$ cat src/rtl/jamma_pkg.sv
// Shared constants, FSM state type and the chain slot -> joystick bit map
// for the JAMMA/DB9 joystick reader.
package jamma_pkg;

    // First and last chain slots that carry joystick data.
    localparam int SLOT_FIRST = 2;
    localparam int SLOT_LAST  = 25;

    // Data bits captured per frame and bits per player word.
    localparam int FRAME_BITS = SLOT_LAST - SLOT_FIRST + 1;
    localparam int JOY_BITS   = 12;

    // Idle / reset value of a player word: nothing pressed (active-low).
    localparam logic [JOY_BITS-1:0] JOY_RESET_WORD = 12'hFFF;

    typedef enum logic [1:0] {
        ST_LOAD,
        ST_PRELOAD,
        ST_SHIFT,
        ST_COMMIT
    } reader_state_t;

    // Destination of one chain slot: which player word and which bit in it.
    typedef struct packed {
        logic       valid;
        logic       player;
        logic [3:0] bit_idx;
    } joy_bit_t;

    // Board wiring of the shift-register chain. Slots 0 and 1 carry no data.
    function automatic joy_bit_t slot_to_bit(input logic [4:0] slot);
        joy_bit_t m;
        m.valid   = 1'b1;
        m.bit_idx = 4'd0;
        case (slot)
            5'd2,  5'd10: m.bit_idx = 4'd8;
            5'd3,  5'd11: m.bit_idx = 4'd6;
            5'd4,  5'd12: m.bit_idx = 4'd5;
            5'd5,  5'd13: m.bit_idx = 4'd4;
            5'd6,  5'd14: m.bit_idx = 4'd3;
            5'd7,  5'd15: m.bit_idx = 4'd2;
            5'd8,  5'd16: m.bit_idx = 4'd1;
            5'd9,  5'd17: m.bit_idx = 4'd0;
            5'd18, 5'd22: m.bit_idx = 4'd10;
            5'd19, 5'd23: m.bit_idx = 4'd11;
            5'd20, 5'd24: m.bit_idx = 4'd9;
            5'd21, 5'd25: m.bit_idx = 4'd7;
            default:      m.valid   = 1'b0;
        endcase
        // Slots 10..21 belong to player 2, everything else to player 1.
        m.player = (slot >= 5'd10) && (slot <= 5'd21);
        return m;
    endfunction

    // Position in the 24-bit raw frame: player 1 in [11:0], player 2 in [23:12].
    function automatic logic [4:0] raw_index(input joy_bit_t m);
        return m.player ? (5'(JOY_BITS) + {1'b0, m.bit_idx}) : {1'b0, m.bit_idx};
    endfunction

endpackage

$ cat src/rtl/bit_debounce.sv
// Single-bit frame-based debouncer: a new value is accepted only after it
// has differed from the output on DEB_FRAMES consecutive commits.
module bit_debounce #(
    parameter int   DEB_FRAMES  = 3,
    parameter logic RESET_VALUE = 1'b1
) (
    input  logic clk12,
    input  logic rst_n,
    input  logic commit_en,
    input  logic raw_bit,
    output logic deb_bit
);

    localparam logic [2:0] COUNT_LAST = 3'(DEB_FRAMES - 1);

    logic [2:0] count;

    // Per-commit persistence counter and the debounced output bit.
    always_ff @(posedge clk12 or negedge rst_n) begin
        if (!rst_n) begin
            deb_bit <= RESET_VALUE;
            count   <= 3'd0;
        end else if (commit_en) begin
            if (raw_bit == deb_bit) begin
                count <= 3'd0;
            end else if (count == COUNT_LAST) begin
                deb_bit <= raw_bit;
                count   <= 3'd0;
            end else begin
                count <= count + 3'd1;
            end
        end
    end

endmodule

$ cat src/rtl/jamma_joy_reader.sv
// Serial reader for the JAMMA/DB9 joystick shift-register chain: generates
// load and shift clock, captures 24 bits per frame, debounces each bit and
// presents two active-low 12-bit player words.
module jamma_joy_reader
    import jamma_pkg::*;
#(
    parameter int CLK_DIV    = 28,
    parameter int DEB_FRAMES = 3
) (
    input  logic                clk12,
    input  logic                rst_n,
    output logic                joy_clk,
    output logic                joy_load,
    input  logic                joy_data,
    output logic [JOY_BITS-1:0] joystick1,
    output logic [JOY_BITS-1:0] joystick2,
    output logic                frame_done
);

    localparam int               PRE_W    = (CLK_DIV > 1) ? $clog2(CLK_DIV) : 1;
    localparam logic [PRE_W-1:0] PRE_LAST = PRE_W'(CLK_DIV - 1);
    localparam logic [4:0]       SLOT_END = 5'(SLOT_LAST);

    logic                  data_meta;
    logic                  data_sync;
    logic [PRE_W-1:0]      pre_cnt;
    logic                  tick;
    logic                  fall_tick;
    logic [4:0]            slot;
    logic [4:0]            slot_nxt;
    reader_state_t         state;
    reader_state_t         state_nxt;
    logic                  sample_en;
    logic                  commit_en;
    joy_bit_t              slot_map;
    logic [FRAME_BITS-1:0] raw_frame;
    logic [FRAME_BITS-1:0] deb_frame;

    // Two-flop synchronizer for the asynchronous chain data.
    always_ff @(posedge clk12 or negedge rst_n) begin
        // NOTE: non-blocking assignments so each flop samples the value from before the edge.
        if (!rst_n) begin
            data_meta <= 1'b1;
            data_sync <= 1'b1;
        end else begin
            data_meta <= joy_data;
            data_sync <= data_meta;
        end
    end

    // Free-running prescaler; a tick marks every joy_clk half-period.
    always_ff @(posedge clk12 or negedge rst_n) begin
        if (!rst_n) begin
            pre_cnt <= '0;
        end else if (pre_cnt == PRE_LAST) begin
            pre_cnt <= '0;
        end else begin
            pre_cnt <= pre_cnt + PRE_W'(1);
        end
    end

    assign tick      = (pre_cnt == PRE_LAST);
    assign fall_tick = tick && joy_clk;

    // Shift clock toggles on every tick.
    always_ff @(posedge clk12 or negedge rst_n) begin
        if (!rst_n) begin
            joy_clk <= 1'b0;
        end else if (tick) begin
            joy_clk <= ~joy_clk;
        end
    end

    // Next slot: advances on each falling tick, wrapping after the last slot.
    always_comb begin
        slot_nxt = slot;
        if (fall_tick) begin
            slot_nxt = (slot == SLOT_END) ? 5'd0 : slot + 5'd1;
        end
    end

    // Slot register and load strobe, registered from the slot being entered.
    always_ff @(posedge clk12 or negedge rst_n) begin
        if (!rst_n) begin
            slot     <= 5'd0;
            joy_load <= 1'b0;
        end else begin
            slot     <= slot_nxt;
            joy_load <= (slot_nxt != 5'd0);
        end
    end

    // Frame sequencer state register.
    always_ff @(posedge clk12 or negedge rst_n) begin
        if (!rst_n) begin
            state <= ST_LOAD;
        end else begin
            state <= state_nxt;
        end
    end

    // Frame sequencer next state and strobes.
    always_comb begin
        // NOTE: every output gets a default first, so no path can infer a latch.
        state_nxt = state;
        sample_en = 1'b0;
        commit_en = 1'b0;
        case (state)
            ST_LOAD: begin
                if (fall_tick) state_nxt = ST_PRELOAD;
            end
            ST_PRELOAD: begin
                if (fall_tick) state_nxt = ST_SHIFT;
            end
            ST_SHIFT: begin
                sample_en = fall_tick;
                if (fall_tick && (slot == SLOT_END)) state_nxt = ST_COMMIT;
            end
            ST_COMMIT: begin
                commit_en = 1'b1;
                state_nxt = ST_LOAD;
            end
            default: state_nxt = ST_LOAD;
        endcase
    end

    assign slot_map = slot_to_bit(slot);

    // Raw frame capture at the end of each data slot.
    always_ff @(posedge clk12 or negedge rst_n) begin
        // NOTE: the raw frame is a small register, not a memory, so it is reset to the idle pattern.
        if (!rst_n) begin
            raw_frame <= {JOY_RESET_WORD, JOY_RESET_WORD};
        end else if (sample_en && slot_map.valid) begin
            raw_frame[raw_index(slot_map)] <= data_sync;
        end
    end

    // Commit strobe delayed one cycle so it coincides with the new outputs.
    always_ff @(posedge clk12 or negedge rst_n) begin
        if (!rst_n) begin
            frame_done <= 1'b0;
        end else begin
            frame_done <= commit_en;
        end
    end

    for (genvar i = 0; i < FRAME_BITS; i++) begin : g_deb
        bit_debounce #(
            .DEB_FRAMES  (DEB_FRAMES),
            .RESET_VALUE (JOY_RESET_WORD[i % JOY_BITS])
        ) u_deb (
            .clk12     (clk12),
            .rst_n     (rst_n),
            .commit_en (commit_en),
            .raw_bit   (raw_frame[i]),
            .deb_bit   (deb_frame[i])
        );
    end

    assign joystick1 = deb_frame[JOY_BITS-1:0];
    assign joystick2 = deb_frame[FRAME_BITS-1:JOY_BITS];

endmodule

$ cat config.mk
export PLATFORM = sky130hd
export DESIGN_NAME = jamma_joy_reader
export DESIGN_NICKNAME = d
export VERILOG_FILES = /design/src/rtl/jamma_pkg.sv /design/src/rtl/bit_debounce.sv /design/src/rtl/jamma_joy_reader.sv
export SDC_FILE = /design/constraint.sdc
export NUM_CORES = 1
export LEC_CHECK = 0
export ABC_AREA = 1
export CORE_MARGIN = 2
export CORE_UTILIZATION = 47
export DETAILED_ROUTE_END_ITERATION = 7
export SETUP_SLACK_MARGIN = 0.05
export SLEW_MARGIN = 25
export SYNTH_ARGS = -nofsm -noshare
export SYNTH_HDL_FRONTEND = slang
export SYNTH_SLANG_ARGS = --single-unit
$ cat constraint.sdc
create_clock -name clk12 -period 6.4 [get_ports clk12]
set_input_delay 1.28 -clock clk12 [delete_from_list [all_inputs] [get_ports clk12]]
set_output_delay 1.28 -clock clk12 [all_outputs]
set_load 0.1 [all_outputs]
After elaboration in Yosys (flattened, before gate mapping)
Cells that the tools add are included.
Word-level totals
  bits in registers: 137
  output and inout bits: 27
Operators by class
  add/subtract/negate cells: 27
  bitwise operators: 25
  eq/ne operators: 79
  muxes and demuxes: 63
  order comparisons: 4
  reductions and logical operators: 44
Operators with widths (number)
  $mux W3: 48
  $reduce_and A3 Y1: 25
  $add A3 B1 Y3 const B: 24
  $eq A3 B2 Y1 const B: 24
  $eq A5 B5 Y1 const B: 11
  $pmux W4 S11: 1
  $eq A5 B4 Y1 const B: 8
  $not A1 Y1: 25
  $bwmux W24: 1
  $eq A1 B1 Y1: 24
  $reduce_or A24 Y1: 1
  $reduce_or A2 Y1: 11
  $eq A5 B3 Y1 const B: 4
  $mux W5: 4
  $add A5 B1 Y5 const B: 2
  $eq A5 B2 Y1 const B: 2
  $pmux W2 S4: 1
  $lt A5 B6 Y1 const B: 1
  $mux W2: 3
  $ne A2 B2 Y1 const B: 3
  $add A4 B4 Y5 const A: 1
  $demux W1 S5: 1
  $ge A5 B1 Y1 const B: 1
  $ge A5 B4 Y1 const B: 1
  other kinds (7): 15

Longest topological paths before layout
Gate-level depths: netlist (run 1).
  depth in word-level cells: 10
  mapped depth: 15
  depth with buffers taken out: 15

Cells and area by module
From an unflattened synthesis (run 1), not the netlist that was laid out.
Unflattened totals
  cells, all modules: 1163
  area, all modules: 7990.2 um2
Modules (own cells, without submodules)
  bit_debounce: area each 230.2 um2, times used 24, cells an instance 35
  jamma_joy_reader: area each 2464.9 um2, times used 1, cells an instance 323

Worst setup path before layout (run 1)
OpenSTA, ideal clock, no wires.
  path kind: reg2out
  start: register joy_clk
  end: output joy_clk
  stages on the path, launching flop included: 1
  buffers on the path: 0
  required time: 5.120 ns
  path slack: 4.208 ns
  arrival time: 0.912 ns
  cells stage by stage: dfrtp_1
RTL lines
  start, declared: RTL line jamma_joy_reader.sv:12  | output logic joy_clk,
  start signal, assigned: RTL line jamma_joy_reader.sv:70  | joy_clk <= ~joy_clk;
No word-level cell between the ends.

Worst setup path in the final report (run 1)
  start: register g_deb[7].u_deb.deb_bit
  end: output joystick1[7]
RTL lines
  start, declared: RTL line bit_debounce.sv:11  | output logic deb_bit
  start signal, assigned: RTL line bit_debounce.sv:27  | deb_bit <= raw_bit;
  end, declared: RTL line jamma_joy_reader.sv:15  | output logic [JOY_BITS-1:0] joystick1,
No word-level cell between the ends.

==> impl_metrics.py, run 1 <==
metrics = {
    "run_status": {
        "outcome": "finished clean",
    },
    "route": {
        "ant_nets": 0,
        "dr.first_iter.drc_count": 375,
        "routed_wl_mm": 14.49,
        "via_per_inst": 5.430,
        "drc": 0,
        "drtPass1Iterations": 5,
        "wl_per_cell_um": 13.98,
        "num_vias": 5625,
    },
    "setup_path": {
        "cp_data_arrival_time_ns": 2.11,
        "cp.depth": 1,
        "critPathKind": "flop to output port",
        "crit_required_ns": 5.12,
        "path_max_fanout": 4,
        "cp-end-kind": "output port",
        "cp_top_family": "buffers and inverters",
        "slowest_stage": "clkdlybuf4s50_1",
        "slowest_delay_ns": 1.14,
        "crit_chain": "clkdlybuf4s50_1",
        "worstSetupStartpointType": "flop",
        "reg2reg_depth": 6,
        "path_buf_inv": 1,
    },
    "floorplanning": {
        "core-area_mm2": 0.01503,
        "ioPinCount": 30,
        "die_y_um": 127.5,
        "die_w_um": 127.5,
        "rows": 45,
        "die_area_mm2": 0.01626,
        "initial_core_util_pct": 47.68,
    },
    "pwr": {
        "p_switching_mw": 0.3534,
        "swShare_pct": 19.55,
        "p_seq_share_pct": 48.2,
        "ir_drop_v": 0.0001739,
        "intPower_mw": 1.454,
        "clkPwrFrac_pct": 50.7,
        "leakagePower_nw": 3.432,
        "share_comb_of_total_power_pct": 1.0,
        "power.density_mw_per_mm2": 225.8,
    },
    "logic_synthesis": {
        "yosysTopAreaCellShare_pct": 30.37,
        "synth.ff_latch_count": 137,
        "ys_top_cells_by_area": "dfrtp_1 (30%), dfstp_2 (18%), nand2_1 (8.4%), o22ai_1 (5.2%), o21ai_0 (4.7%)",
        "synth_area_mm2": 0.007168,
        "syn_inst": 830,
        "syn_nets": 844,
        "ys_types": 33,
        "yosysWarnings": 0,
        "synth.avg_cell_area_um2": 8.636,
        "synth_top_area_cell": "dfrtp_1",
        "ys_seq_area_share_pct": 48.70,
    },
    "cells_and_area": {
        "antenna_cells": 0,
        "layout_commonest_cell": "nand2_1",
        "regArea_mm2": 0.003491,
        "n_fill_cell": 1351,
        "syn2layout_area_growth_pct": 11.68,
        "layout-drive-gt1-share_pct": 15.21,
        "multi_input_area_mm2": 0.003052,
        "final_cell_mix": "nand2_1 (161), inv_1 (88), dfrtp_1 (87)",
        "utilization_pct": 53.25,
        "nNetsFinal": 850,
    },
    "global_routing": {
        "grt_pass1_wl_mm": 25.17,
        "grt_pass1_vias": 5485,
        "grt_busiest_layer": "met2",
        "grt-ovfl-total": 0,
        "grt_util_met2_pct": 31.83,
        "grt_max_degree": 80,
        "met1_usage_pct": 24.40,
        "antenna_found_initial": 0,
        "grt_usage_pct": 19.19,
        "met3_usage_pct": 3.685,
    },
    "clock_network": {
        "cts_max_level": 4,
        "cts_repair_resize_count": 0,
        "clock-root-buffer": "clkbuf_16",
        "cts_hold_buf": 0,
        "numClockSinks": 137,
        "clkTransAtPathRegs_ns": 0.05,
        "cts_tree": "built",
        "clkLatencyLatePin_ns": 0.42,
        "cts_made_buffers": 17,
        "post-cts-setup-buffer-count": 0,
        "cts_buffer_depth": 2,
    },
    "place": {
        "io_buffer_count": 29,
        "hpwl_mm": 9.907,
        "gp_congestion": 0.7877,
    },
    "job": {
        "cap_violations": 0,
    },
    "sta": {
        "hold_viol_final": 0,
        "final.setup.tns_ns": 0,
        "grt_setup_unrepaired": "false",
        "worstMarginPinSlew_ns": 0.9749,
        "setup_viol": 0,
        "fmax_mhz": 294.7,
        "slew_violations": 0,
        "relSlewSlack_pct": 34.80,
        "fin_skew_ns": 0.006620,
        "min_period_ns": 3.393,
        "layout_worst_path_cycle_share_pct": 53.02,
    },
    "worst_hold_path": {
        "min_path_cells": 0,
        "min_path_type": "flop to flop",
    },
}
power by group through the flow:
stage | logic [mW] | registers [mW] | clock network, mW
detailed placement | 0.0204 | 0.885 | 0
global placement | 0.0196 | 0.885 | 0
finish | 0.0189 | 0.872 | 0.917
floorplan | 0.00189 | 0.884 | 0
CTS | 0.0205 | 0.871 | 0.944
global route | 0.0225 | 0.871 | 0.985
cells in the mapped netlist:
cell type  count
a21oi_1       38
a21oi_2        2
a21oi_4        1
a31oi_1        1
buf_1          2
buf_2          4
buf_4         26
clkbuf_1      13
clkinv_1       2
dfrtp_1       87
dfstp_2       50
ha_1          11
inv_1         88
inv_2          5
mux2_2        23
nand2_1      161
nand2_2        6
nand3_1       44
nand4_1       19
nor2_1        45
nor2_2         3
nor2_4         7
nor3_1        15
nor3_4         1
nor4_1         9
o21ai_0       68
o21ai_1        9
o21bai_1       1
o22ai_1       60
o2bb2ai_2      1
o31ai_1        1
xnor2_1        1
xor2_1        26
worst paths after layout:
check | from | endpoint | slack (ns)
worst max-delay path | g_deb[7].u_deb.deb_bit | joystick1[7] | 3.01
worst min-delay path | data_meta | data_sync | 0.35
worst max register to register | state[1] | g_deb[10].u_deb.deb_bit | 3.41
worst min register to register | data_meta | data_sync | 0.35
max in group asynchronous | rst_n | state[0] | 4.30
min in group asynchronous | rst_n | g_deb[21].u_deb.count[2] | 0.88
cell type report:
class                           instances  area share [%]
Inverter                               95           4.455
Sequential cell                       137           43.61
Clock inverter                          3          0.5002
Timing Repair Buffer                   32           3.923
Multi-Input combinational cell        553           38.12
Clock buffer                           28           6.455
Tap cell                              188           2.938
per-stage QoR:
stage	instance area [um2]	cells	total power, mW	worst slack [ns]	hold WS [ns]
2_1_floorplan	7168	830	0.8857	4.208	0.3452
3_3_place_gp	7448	1005	0.9049	3.460	0.3456
3_5_place_dp	7448	1005	0.9058	3.447	0.3475
4_1_cts	8005	1036	1.836	2.984	0.3555
5_1_grt	8005	1036	1.879	2.961	0.3599
6_report	8005	1036	1.807	3.007	0.3538
per-layer routing:
| layer | up-vias | share of wire [%] |
|---|---|---|
| met2 | 103 | 48 |
| li1 | 2799 | - |
| met5 | - | 0 |
| met3 | 29 | 3.1 |
| met1 | 2694 | 46 |
| met4 | 0 | 2.4 |
flip-flops by register name (all words and copies together), names as in the netlist:
| register | cells |
|---|---|
| g_deb.u_deb.count | 72 |
| g_deb.u_deb.deb_bit | 24 |
| raw_frame | 24 |
| pre_cnt | 5 |
| slot | 5 |
| state | 2 |
| data_meta | 1 |
| data_sync | 1 |
| frame_done | 1 |
| joy_clk | 1 |
| joy_load | 1 |
cells by family (layout without fill, tap and decap cells):
group	count (synthesis)	count (layout)	share of synthesized area [%]
AOI/OAI and AO/OA	182	182	14.24
xor gates and xnor gates	27	27	3.299
adders and majority gates	11	11	1.920
buffers and inverters	140	158	8.763
DFF	137	137	48.70
muxes	23	23	3.613
and+or+nand+nor	310	310	19.46
No activity file was read; power rests on OpenSTA's default activity.
==> run 2, diff against run 1 <==
--- a/config.mk
+++ b/config.mk
@@ -9,6 +9,7 @@
 export CORE_MARGIN = 2
 export CORE_UTILIZATION = 47
 export DETAILED_ROUTE_END_ITERATION = 7
+export PLACE_DENSITY = 0.67
 export SETUP_SLACK_MARGIN = 0.05
 export SLEW_MARGIN = 25
 export SYNTH_ARGS = -nofsm -noshare
==> constraint.sdc (replaced) <==
create_clock -name clk12 -period 2.76 [get_ports clk12]
set_input_delay 0.552 -clock clk12 [delete_from_list [all_inputs] [get_ports clk12]]
set_output_delay 0.552 -clock clk12 [all_outputs]
set_load 0.1 [all_outputs]
==> run 2 against run 1 <==
Against the previous run: utilization is 0.22 points higher; flip-flop and latch count stayed put; worst setup slack worse by 2.6 ns; first-iteration DRC count is 2.7% lower; cell count is 0.48% higher; total power is 140% higher; sequential share of layout area is 0.18 points lower; critical path type is now flop to flop.
==> impl_metrics.py, run 2 (same netlist as run 1, synthesis figures left out) <==
metrics = {
    "run_status": {
        "outcome": "finished clean",
    },
    "pwr": {
        "p_total_mw": 4.357,
        "power.density_mw_per_mm2": 542.0,
        "ir_drop_v": 0.0004215,
        "leakagePower_nw": 3.542,
    },
    "floorplanning": {
        "rows": 45,
        "die_y_um": 127.5,
        "die_w_um": 127.5,
        "core-area_mm2": 0.01503,
        "initial_core_util_pct": 47.68,
        "ioPinCount": 30,
        "die_area_mm2": 0.01626,
    },
    "global_routing": {
        "grt_usage_pct": 18.10,
        "grt_pass1_wl_mm": 23.68,
        "grt-ovfl-total": 0,
        "grt_max_degree": 66,
        "grt_pass1_vias": 5078,
        "antenna_found_initial": 0,
    },
    "cells_and_area": {
        "syn2layout_area_growth_pct": 12.15,
        "regArea_mm2": 0.003491,
        "multi_input_area_mm2": 0.003052,
        "largest-register": "g_deb.u_deb.count",
        "reg.largest.list": "g_deb.u_deb.count: 72 flops, g_deb.u_deb.deb_bit: 24 flops, raw_frame: 24 flops",
        "design_area_mm2": 0.008039,
        "final_cell_mix": "nand2_1 (161), inv_1 (87), dfrtp_1 (87)",
        "n_fill_cell": 1323,
        "nNetsFinal": 854,
        "layout-drive-gt1-share_pct": 19.46,
        "antenna_cells": 0,
        "layout_commonest_cell": "nand2_1",
        "largest_reg_flops": 72,
    },
    "sta": {
        "hold_viol_final": 0,
        "grt_setup_unrepaired": "false",
        "worstMarginPinSlew_ns": 0.7419,
        "relSlewSlack_pct": 50.54,
        "fmax_mhz": 427.1,
        "final.setup.tns_ns": 0,
        "slew_violations": 0,
        "setup_viol": 0,
        "layout_worst_path_cycle_share_pct": 84.84,
        "layout_setup_ws_ns": 0.4185,
        "min_period_ns": 2.341,
        "fin_skew_ns": 0.008538,
    },
    "route": {
        "dr.first_iter.drc_count": 365,
        "wl_per_cell_um": 13.17,
        "via_per_inst": 5.246,
        "ant_nets": 0,
        "drc": 0,
        "routed_wl_mm": 13.71,
        "num_vias": 5461,
        "drtPass1Iterations": 4,
    },
    "setup_path": {
        "slowest_stage": "dfrtp_1",
        "cp_data_arrival_time_ns": 2.69,
        "crit_chain": "inv_1 > nand2_1 > a21oi_2 > nor2_4 > ha_1 > nand2_1 > nand3_1 > nor2_4 > nand3_1 > nand2_1 > nand2_1",
        "slowest_delay_ns": 0.50,
        "worstSetupStartpointType": "flop",
        "crit_required_ns": 3.11,
        "cp-end-kind": "flop",
        "path_max_fanout": 11,
        "cpMostUsedCell": "nand2_1",
        "critPathKind": "flop to flop",
    },
    "clock_network": {
        "cts_repair_resize_count": 0,
        "cts_tree": "built",
        "post-cts-setup-buffer-count": 0,
        "cts_made_buffers": 17,
        "numClockSinks": 137,
        "clkTransAtPathRegs_ns": 0.06,
        "clock-root-buffer": "clkbuf_16",
        "cts_buffer_depth": 2,
        "clkLatencyLatePin_ns": 0.42,
        "cts_max_level": 4,
        "cts_hold_buf": 0,
    },
    "place": {
        "io_buffer_count": 29,
        "hpwl_mm": 9.058,
        "gp_congestion": 0.9532,
        "placed_cell_area_mm2": 0.007436,
        "pre_cts_slack_ns": 0.4278,
    },
    "worst_hold_path": {
        "min_path_type": "input port to asynchronous set/reset pin",
    },
    "job": {
        "cap_violations": 0,
    },
}
-- run 2: cell types whose count changed in the layout (fill, tap and decap cells not counted), moves of 2 or more --
cell,delta
clkinv_2,+2
clkbuf_1,-4
buf_4,+29
clkdlybuf4s50_1,-27
buf_12,+2
-- run 2: metrics by stage --
| stage | std cells | utilization (%) | hold WS [ns] |
|---|---|---|---|
| final | 1041 | 53.47 | 0.08001 |
| after global routing | 1041 | 53.47 | 0.1430 |
| after CTS | 1041 | 53.47 | 0.1147 |
| after detailed placement | 1009 | 49.46 | 0.3529 |
| after global placement | 1009 | 49.46 | 0.3526 |
| after floorplan | 830 | - | 0.2564 |
-- run 2: area by class of cell --
| cell class | instances | area share, % |
|---|---|---|
| Timing Repair Buffer | 36 | 3.751 |
| Clock buffer | 25 | 6.412 |
| Tap cell | 188 | 2.926 |
| Clock inverter | 7 | 1.089 |
| Inverter | 95 | 4.436 |
| Sequential cell | 137 | 43.42 |
| Multi-Input combinational cell | 553 | 37.96 |
-- run 2: per-layer routing --
metal | part of all wire, % | vias to the layer above | track usage, %
met5 | 0 | - | 0
met4 | 1.6 | 0 | 6.141
met3 | 3.4 | 20 | 5.193
met2 | 46 | 83 | 27.81
met1 | 49 | 2549 | 24.70
li1 | - | 2809 | -
-- run 2: where the power goes --
| group | internal, mW | switching, mW |
|---|---|---|
| Sequential | 2.02 | 0.00438 |
| Clock | 1.47 | 0.822 |
| Combinational | 0.00750 | 0.0395 |
-- run 2: final timing paths --
| kind | from | end | slack, ns | cells after the start |
|---|---|---|---|---|
| setup / recovery | slot[2] | raw_frame[14] | 0.42 | 11 |
| hold / removal | rst_n | g_deb[19].u_deb.count[2] | 0.08 | 1 |
| setup reg to reg | slot[2] | raw_frame[14] | 0.42 | 11 |
| hold reg to reg | data_meta | data_sync | 0.36 | 0 |
| max in group asynchronous | rst_n | g_deb[4].u_deb.deb_bit | 1.93 | 2 |
| min in group clk12 | data_meta | data_sync | 0.36 | 0 |
-- run 2: worst max-delay path, delay by kind of cell (launching register included) --
kind | cells | cell delay [ns]
simple gates | 8 | 0.97
flops | 1 | 0.50
fa+ha+maj | 1 | 0.33
compound gates | 1 | 0.25
buf+inv | 1 | 0.22
